**src/rtl/conv_pkg.sv**
```systemverilog
// rtl/conv_pkg.sv - shared state encoding and defaults for the conv-accumulate sequencer
package conv_pkg;

    localparam int KernelSizeDef = 9;
    localparam int InputDim      = 4;

    typedef enum logic [2:0] {
        ST_IDLE,
        ST_CLEAR,
        ST_LOAD_W,
        ST_STREAM,
        ST_DRAIN,
        ST_NEXT,
        ST_DONE
    } state_t;

endpackage

```
**src/rtl/conv_accum_sched_beat_counter.sv**
```systemverilog
// rtl/conv_accum_sched_beat_counter.sv - beat counter with clear, enable and terminal-count compare
module beat_counter #(
    parameter int Width    = 8,
    parameter bit Saturate = 1'b0
) (
    input  logic             Clk,
    input  logic             Rst_n,
    input  logic             clear,
    input  logic             en,
    input  logic [Width-1:0] limit,
    output logic             hit
);

    logic [Width-1:0] count;

    // Saturating instances hold at all-ones so a late strobe can never wrap back to a match.
    always_ff @(posedge Clk or negedge Rst_n) begin
        if (!Rst_n) begin
            count <= '0;
        end else if (clear) begin
            count <= '0;
        end else if (en && !(Saturate && (&count))) begin
            count <= count + Width'(1);
        end
    end

    assign hit = (count == limit);

endmodule

```
**src/rtl/conv_accum_sched.sv**
```systemverilog
// rtl/conv_accum_sched.sv - layer sequencer for the 4-channel conv-accumulate datapath
// Optional drain watchdog: define CONV_ACCUM_SCHED_TIMEOUT_EN.
module conv_accum_sched
    import conv_pkg::*;
#(
    parameter int KernelSize = KernelSizeDef,
    parameter int GroupWidth = 8,
    parameter int PixWidth   = 18,
    parameter int OutWidth   = 16
`ifdef CONV_ACCUM_SCHED_TIMEOUT_EN
    ,
    parameter int TimeoutCycles = 1024
`endif
) (
    input  logic                  Clk,
    input  logic                  Rst_n,
    input  logic                  start,
    input  logic [GroupWidth-1:0] cfg_groups,
    input  logic [PixWidth-1:0]   cfg_pixels,
    input  logic [OutWidth-1:0]   cfg_outputs,
    input  logic                  src_w_valid,
    output logic                  src_w_ready,
    input  logic                  src_d_valid,
    output logic                  src_d_ready,
    output logic                  conv_rst,
    output logic                  weight_valid,
    output logic                  data_valid,
    input  logic                  wr_en_conv,
    output logic                  acc_zero,
    output logic [GroupWidth-1:0] group_idx,
    output logic                  busy,
    output logic                  done,
    output logic                  err_timeout
);

    localparam int WcntWidth = $clog2(KernelSize + 1);

    state_t                state;
    state_t                state_nxt;
    logic [GroupWidth-1:0] groups_q;
    logic [PixWidth-1:0]   pixels_q;
    logic [OutWidth-1:0]   outputs_q;
    logic                  w_hs;
    logic                  d_hs;
    logic                  o_en;
    logic                  cnt_clear;
    logic                  w_last;
    logic                  d_last;
    logic                  o_hit;
    logic                  last_group;
    logic                  timeout_hit;

    assign w_hs       = (state == ST_LOAD_W) && src_w_valid;
    assign d_hs       = (state == ST_STREAM) && src_d_valid;
    assign o_en       = wr_en_conv && ((state == ST_LOAD_W) || (state == ST_STREAM) || (state == ST_DRAIN));
    assign cnt_clear  = (state == ST_CLEAR);
    assign last_group = (group_idx == groups_q - GroupWidth'(1));

    beat_counter #(.Width(WcntWidth)) u_wcnt (
        .Clk   (Clk),
        .Rst_n (Rst_n),
        .clear (cnt_clear),
        .en    (w_hs),
        .limit (WcntWidth'(KernelSize - 1)),
        .hit   (w_last)
    );

    beat_counter #(.Width(PixWidth)) u_dcnt (
        .Clk   (Clk),
        .Rst_n (Rst_n),
        .clear (cnt_clear),
        .en    (d_hs),
        .limit (pixels_q - PixWidth'(1)),
        .hit   (d_last)
    );

    // Writes start while pixels are still streaming, so ocnt runs from LOAD_W onward.
    beat_counter #(.Width(OutWidth), .Saturate(1'b1)) u_ocnt (
        .Clk   (Clk),
        .Rst_n (Rst_n),
        .clear (cnt_clear),
        .en    (o_en),
        .limit (outputs_q),
        .hit   (o_hit)
    );

`ifdef CONV_ACCUM_SCHED_TIMEOUT_EN
    localparam int TcntWidth = $clog2(TimeoutCycles + 1);

    logic [TcntWidth-1:0] tcnt;
    logic                 err_q;

    assign timeout_hit = (state == ST_DRAIN) && !o_hit && (tcnt == TcntWidth'(TimeoutCycles - 1));
    assign err_timeout = err_q;

    always_ff @(posedge Clk or negedge Rst_n) begin
        if (!Rst_n) begin
            tcnt  <= '0;
            err_q <= 1'b0;
        end else begin
            tcnt <= (state == ST_DRAIN) ? tcnt + TcntWidth'(1) : '0;
            if ((state == ST_IDLE) && start) begin
                err_q <= 1'b0;
            end else if (timeout_hit) begin
                err_q <= 1'b1;
            end
        end
    end
`else
    assign timeout_hit = 1'b0;
    assign err_timeout = 1'b0;
`endif

    always_ff @(posedge Clk or negedge Rst_n) begin
        if (!Rst_n) begin
            state <= ST_IDLE;
        end else begin
            state <= state_nxt;
        end
    end

    always_comb begin
        state_nxt = state;
        case (state)
            ST_IDLE:   if (start) state_nxt = ST_CLEAR;
            ST_CLEAR:  state_nxt = ST_LOAD_W;
            ST_LOAD_W: if (w_hs && w_last) state_nxt = (pixels_q == '0) ? ST_DRAIN : ST_STREAM;
            ST_STREAM: if (d_hs && d_last) state_nxt = ST_DRAIN;
            ST_DRAIN:  if (o_hit || timeout_hit) state_nxt = ST_NEXT;
            ST_NEXT:   state_nxt = last_group ? ST_DONE : ST_CLEAR;
            ST_DONE:   state_nxt = ST_IDLE;
            default:   state_nxt = ST_IDLE;
        endcase
    end

    always_comb begin
        conv_rst     = 1'b0;
        src_w_ready  = 1'b0;
        src_d_ready  = 1'b0;
        weight_valid = 1'b0;
        data_valid   = 1'b0;
        done         = 1'b0;
        case (state)
            ST_CLEAR:  conv_rst = 1'b1;
            ST_LOAD_W: begin
                src_w_ready  = 1'b1;
                weight_valid = src_w_valid;
            end
            ST_STREAM: begin
                src_d_ready = 1'b1;
                data_valid  = src_d_valid;
            end
            ST_DONE:   done = 1'b1;
            default:   ;
        endcase
    end

    assign busy     = (state != ST_IDLE);
    assign acc_zero = busy && (group_idx == '0);

    // Zero groups is run as a single pass.
    always_ff @(posedge Clk or negedge Rst_n) begin
        if (!Rst_n) begin
            groups_q  <= '0;
            pixels_q  <= '0;
            outputs_q <= '0;
        end else if ((state == ST_IDLE) && start) begin
            groups_q  <= (cfg_groups == '0) ? GroupWidth'(1) : cfg_groups;
            pixels_q  <= cfg_pixels;
            outputs_q <= cfg_outputs;
        end
    end

    always_ff @(posedge Clk or negedge Rst_n) begin
        if (!Rst_n) begin
            group_idx <= '0;
        end else if ((state == ST_NEXT) && !last_group) begin
            group_idx <= group_idx + GroupWidth'(1);
        end else if (state == ST_DONE) begin
            group_idx <= '0;
        end
    end

endmodule

```
**config.mk**
```make
export PLATFORM = sky130hd
export DESIGN_NAME = conv_accum_sched
export DESIGN_NICKNAME = d
export VERILOG_FILES = /design/src/rtl/conv_pkg.sv /design/src/rtl/conv_accum_sched_beat_counter.sv /design/src/rtl/conv_accum_sched.sv
export SDC_FILE = /design/constraint.sdc
export NUM_CORES = 1
export LEC_CHECK = 0
export ABC_AREA = 1
export CAP_MARGIN = 20
export CORE_AREA = 3 3 134 136
export DETAILED_ROUTE_END_ITERATION = 8
export DIE_AREA = 0 0 137 139
export HOLD_SLACK_MARGIN = 0.06
export PLACE_DENSITY = 0.54
export SLEW_MARGIN = 20
export SYNTH_ARGS = -nofsm -noshare
export SYNTH_HDL_FRONTEND = slang
export SYNTH_HIERARCHICAL = 1
export SYNTH_SLANG_ARGS = --single-unit
export TNS_END_PERCENT = 100
```
**constraint.sdc**
```tcl
create_clock -name Clk -period 2.8 [get_ports Clk]
set_clock_uncertainty 0.2 [all_clocks]
set_input_delay 0.56 -clock Clk [delete_from_list [all_inputs] [get_ports Clk]]
set_output_delay 0.56 -clock Clk [all_outputs]
set_load 0.05 [all_outputs]
```
==> impl_metrics.py <==
metrics = {
    "worst_setup_path": {
        "crit_path_max_fanout": 3,
        "cp-end-kind": "flip-flop",
        "crit_path_start_kind": "flip-flop",
        "cp.arrival_ps": 2820,
        "r2r_slack_ps": 70,
        "crit_type": "reg -> reg",
        "r2r-end": "state[0]$_DFFE_PN0P_",
        "cp.required_ps": 2890,
        "timing.rr.start": "pixels_q[4]$_DFFE_PN0P_",
        "ff2ff_path_depth": 21,
    },
    "placed_design": {
        "gp_congestion": 0.8228,
        "dpl_worst_slack_ps": -73.82,
        "place_hpwl_mm": 11.01,
        "dpl-instance-area_um2": 6935,
        "port_buffers": 63,
    },
    "drt": {
        "route.detailed.drc": 0,
        "wire_per_inst_um": 12.38,
        "avgViaCountPerCell": 4.454,
        "ant_nets": 0,
        "firstDrtPassIters": 5,
        "wirelength_mm": 14.32,
        "drt_iter0_drc": 255,
        "routed-via-count": 5153,
    },
    "sta": {
        "rsz0062_at_grt": "yes",
        "post-route-period-util_pct": 97.35,
        "slew_viol_final": 0,
        "finalHoldViolations": 0,
        "maxSlewHeadroom_pct": 57.99,
        "tightestPinTransition_ps": 630.2,
        "setup_viol": 0,
        "period_minus_slack_ps": 2726,
        "fmax_mhz": 366.9,
        "timing.final.ws_setup_ps": 74.28,
    },
    "logic_synthesis": {
        "synth_top_flop_cell": "dfrtp_1",
        "synth_top_area_share_pct": 39.03,
        "synth_common_cells": "nand2_1 (291), inv_1 (101), dfrtp_1 (91)",
        "synth_cell_types": 38,
        "ys_ff_latch": 91,
        "async_reset_ff_share_pct": 100.0,
        "synth_area_leaders": "dfrtp_1 (39%), nand2_1 (19%), inv_1 (6.5%), nor2_1 (5.8%), xor2_1 (4.4%)",
        "ys_warn_count": 6,
        "synth_edf_count": 0,
        "synth.avg_cell_area_um2": 6.996,
        "yosys.area.top_type": "dfrtp_1",
        "syn_inst": 834,
        "yosys.cell_count.top_type": "nand2_1",
        "ys_seq_area_share_pct": 39.03,
        "synthesis.area_um2": 5834,
    },
    "cts": {
        "cts_tree": "done",
        "clock-sinks": 91,
        "clockBufferDepth": 2,
        "cts_buffers": 9,
        "clk_pin_slew_worst_paths_ps": 70,
        "clkLatencyLatePin_ps": 350,
        "root_buffer": "clkbuf_16",
        "htree_levels": 3,
    },
    "floorplanning": {
        "die_y_um": 139,
        "start_util_pct": 34.21,
        "row_count": 48,
        "fp.dieArea_um2": 19040,
        "die_w_um": 137,
        "io_pins": 65,
        "design.core.area_um2": 17060,
    },
    "layout": {
        "fin_util_pct": 42.60,
        "syn_to_final_growth_pct": 24.53,
        "final_cell_area_um2": 7266,
        "antenna_cells": 0,
        "drive_gt1_share_pct": 12.66,
        "nets": 982,
    },
    "status": {
        "status": "finished, final reports clean",
    },
    "global_route": {
        "overflow": 0,
        "grt_max_degree": 47,
        "grt_pass1_wl_mm": 24.51,
        "grtUsageTotal_pct": 16.08,
        "grt_pass1_vias": 4898,
        "antenna_found_initial": 0,
    },
    "pwr": {
        "ir_drop_mv": 0.3881,
        "leakage_nw": 3.555,
        "p_per_area_nw_per_um2": 871.0,
    },
    "min_path": {
        "holdPathStages": 2,
        "worstHoldStart": "outputs_q[12]$_DFFE_PN0P_",
        "hold_class": "reg -> reg",
        "hold_end": "outputs_q[12]$_DFFE_PN0P_",
    },
    "job": {
        "cap_viol_max_count": 0,
    },
}
==> flip-flops by register name, indices dropped and copies added, names as in the netlist <==
register and count:
pixels_q 18, u_dcnt/count 18, outputs_q 16, u_ocnt/count 16
group_idx 8, groups_q 8, u_wcnt/count 4, state 3
==> routing by layer <==
metal / track usage (%) / wire, um
met1: 22.46 / 6786
met2: 25.85 / 6890
met3: 2.358 / 556
met4: 4.569 / 89
met5: 0 / 0
==> kinds of logic after synthesis <==
kind of cell               share of synthesized area [%]
adders and majority gates                          1.501
xor gates and xnor gates                           7.506
AOI/OAI and AO/OA                                  5.104
and+or+nand+nor                                    38.41
buffers and inverters                              8.321
other                                             0.1287
DFF                                                39.03
==> critical path, cell delays in order, from the launching register on <==
cell,delay [ps]
dfrtp_1,390
nor2_2,140
inv_2,60
nor3_4,170
nand2_2,90
nor2_4,100
nand3_2,80
nor3_2,130
xor2_1,190
inv_1,60
nand2_1,50
nand2_1,50
nor2_1,100
nand2_1,50
nor2_1,90
nand2_1,70
nor2_2,120
a21oi_2,70
or2_4,240
nor2_4,90
nand2_1,60
nand2_1,50
==> layout by cell type (no fill, tap or decap), types with 14 or more instances in the layout <==
cell type	netlist	routed
o21ai_0	29	27
nand3_1	46	46
buf_4	1	32
nand2_1	291	291
nor2_1	90	84
inv_1	101	101
xnor2_1	21	21
nand4_1	15	15
nor2_2	12	17
dfrtp_1	91	91
nor3_1	16	14
xor2_1	29	29
clkdlybuf4s50_1	0	55
==> layout make-up <==
type | instances | area (um^2)
Inverter | 108 | 405.4
Fill cell | 1807 | 9791
Clock buffer | 11 | 232.7
Tap cell | 225 | 281.5
Sequential cell | 91 | 2277
Multi-Input combinational cell | 624 | 3131
Timing Repair Buffer | 93 | 900.9
Clock inverter | 5 | 37.54
==> worst max path at each step <==
stage / from / endpoint / depth (start not counted)
after floorplan: pixels_q[0]$_DFFE_PN0P_ / state[0]$_DFFE_PN0P_ / 16
after global placement: pixels_q[4]$_DFFE_PN0P_ / state[2]$_DFFE_PN0P_ / 21
after detailed placement: pixels_q[1]$_DFFE_PN0P_ / state[1]$_DFFE_PN0P_ / 20
after CTS: pixels_q[3]$_DFFE_PN0P_ / state[0]$_DFFE_PN0P_ / 21
after global routing: pixels_q[4]$_DFFE_PN0P_ / state[2]$_DFFE_PN0P_ / 21
final: pixels_q[4]$_DFFE_PN0P_ / state[0]$_DFFE_PN0P_ / 21
==> power by group <==
| part | leakage [nW] | switching, mW | total, mW | internal [mW] |
|---|---|---|---|---|
| logic | 2.23 | 1.86 | 3.11 | 1.25 |
| clock network | 0.127 | 0.544 | 1.15 | 0.608 |
| registers | 1.19 | 0.371 | 2.07 | 1.70 |
==> metrics by stage <==
| stage | TNS [ps] | cells | hold WS, ps | power, mW |
|---|---|---|---|---|
| after floorplan | 0 | 837 | 64.41 | 4.227 |
| after global placement | -77.60 | 1137 | 284.8 | 5.174 |
| after detailed placement | -219.2 | 1137 | 282.6 | 5.185 |
| after CTS | -42.53 | 1156 | 302.0 | 6.407 |
| after global routing | -732.9 | 1157 | 334.4 | 6.946 |
| final | 0 | 1157 | 296.4 | 6.328 |
==> what timing repair did <==
item                                    in CTS  in global routing
buffers inserted                             2                  1
endpoints found under the setup margin       3                  3
hold buffers                                 1                  0
endpoints found under the hold margin       36                  0
resized for setup                            5                  4
pin swaps                                    6                  6
Power figures use the tool's default switching activity.
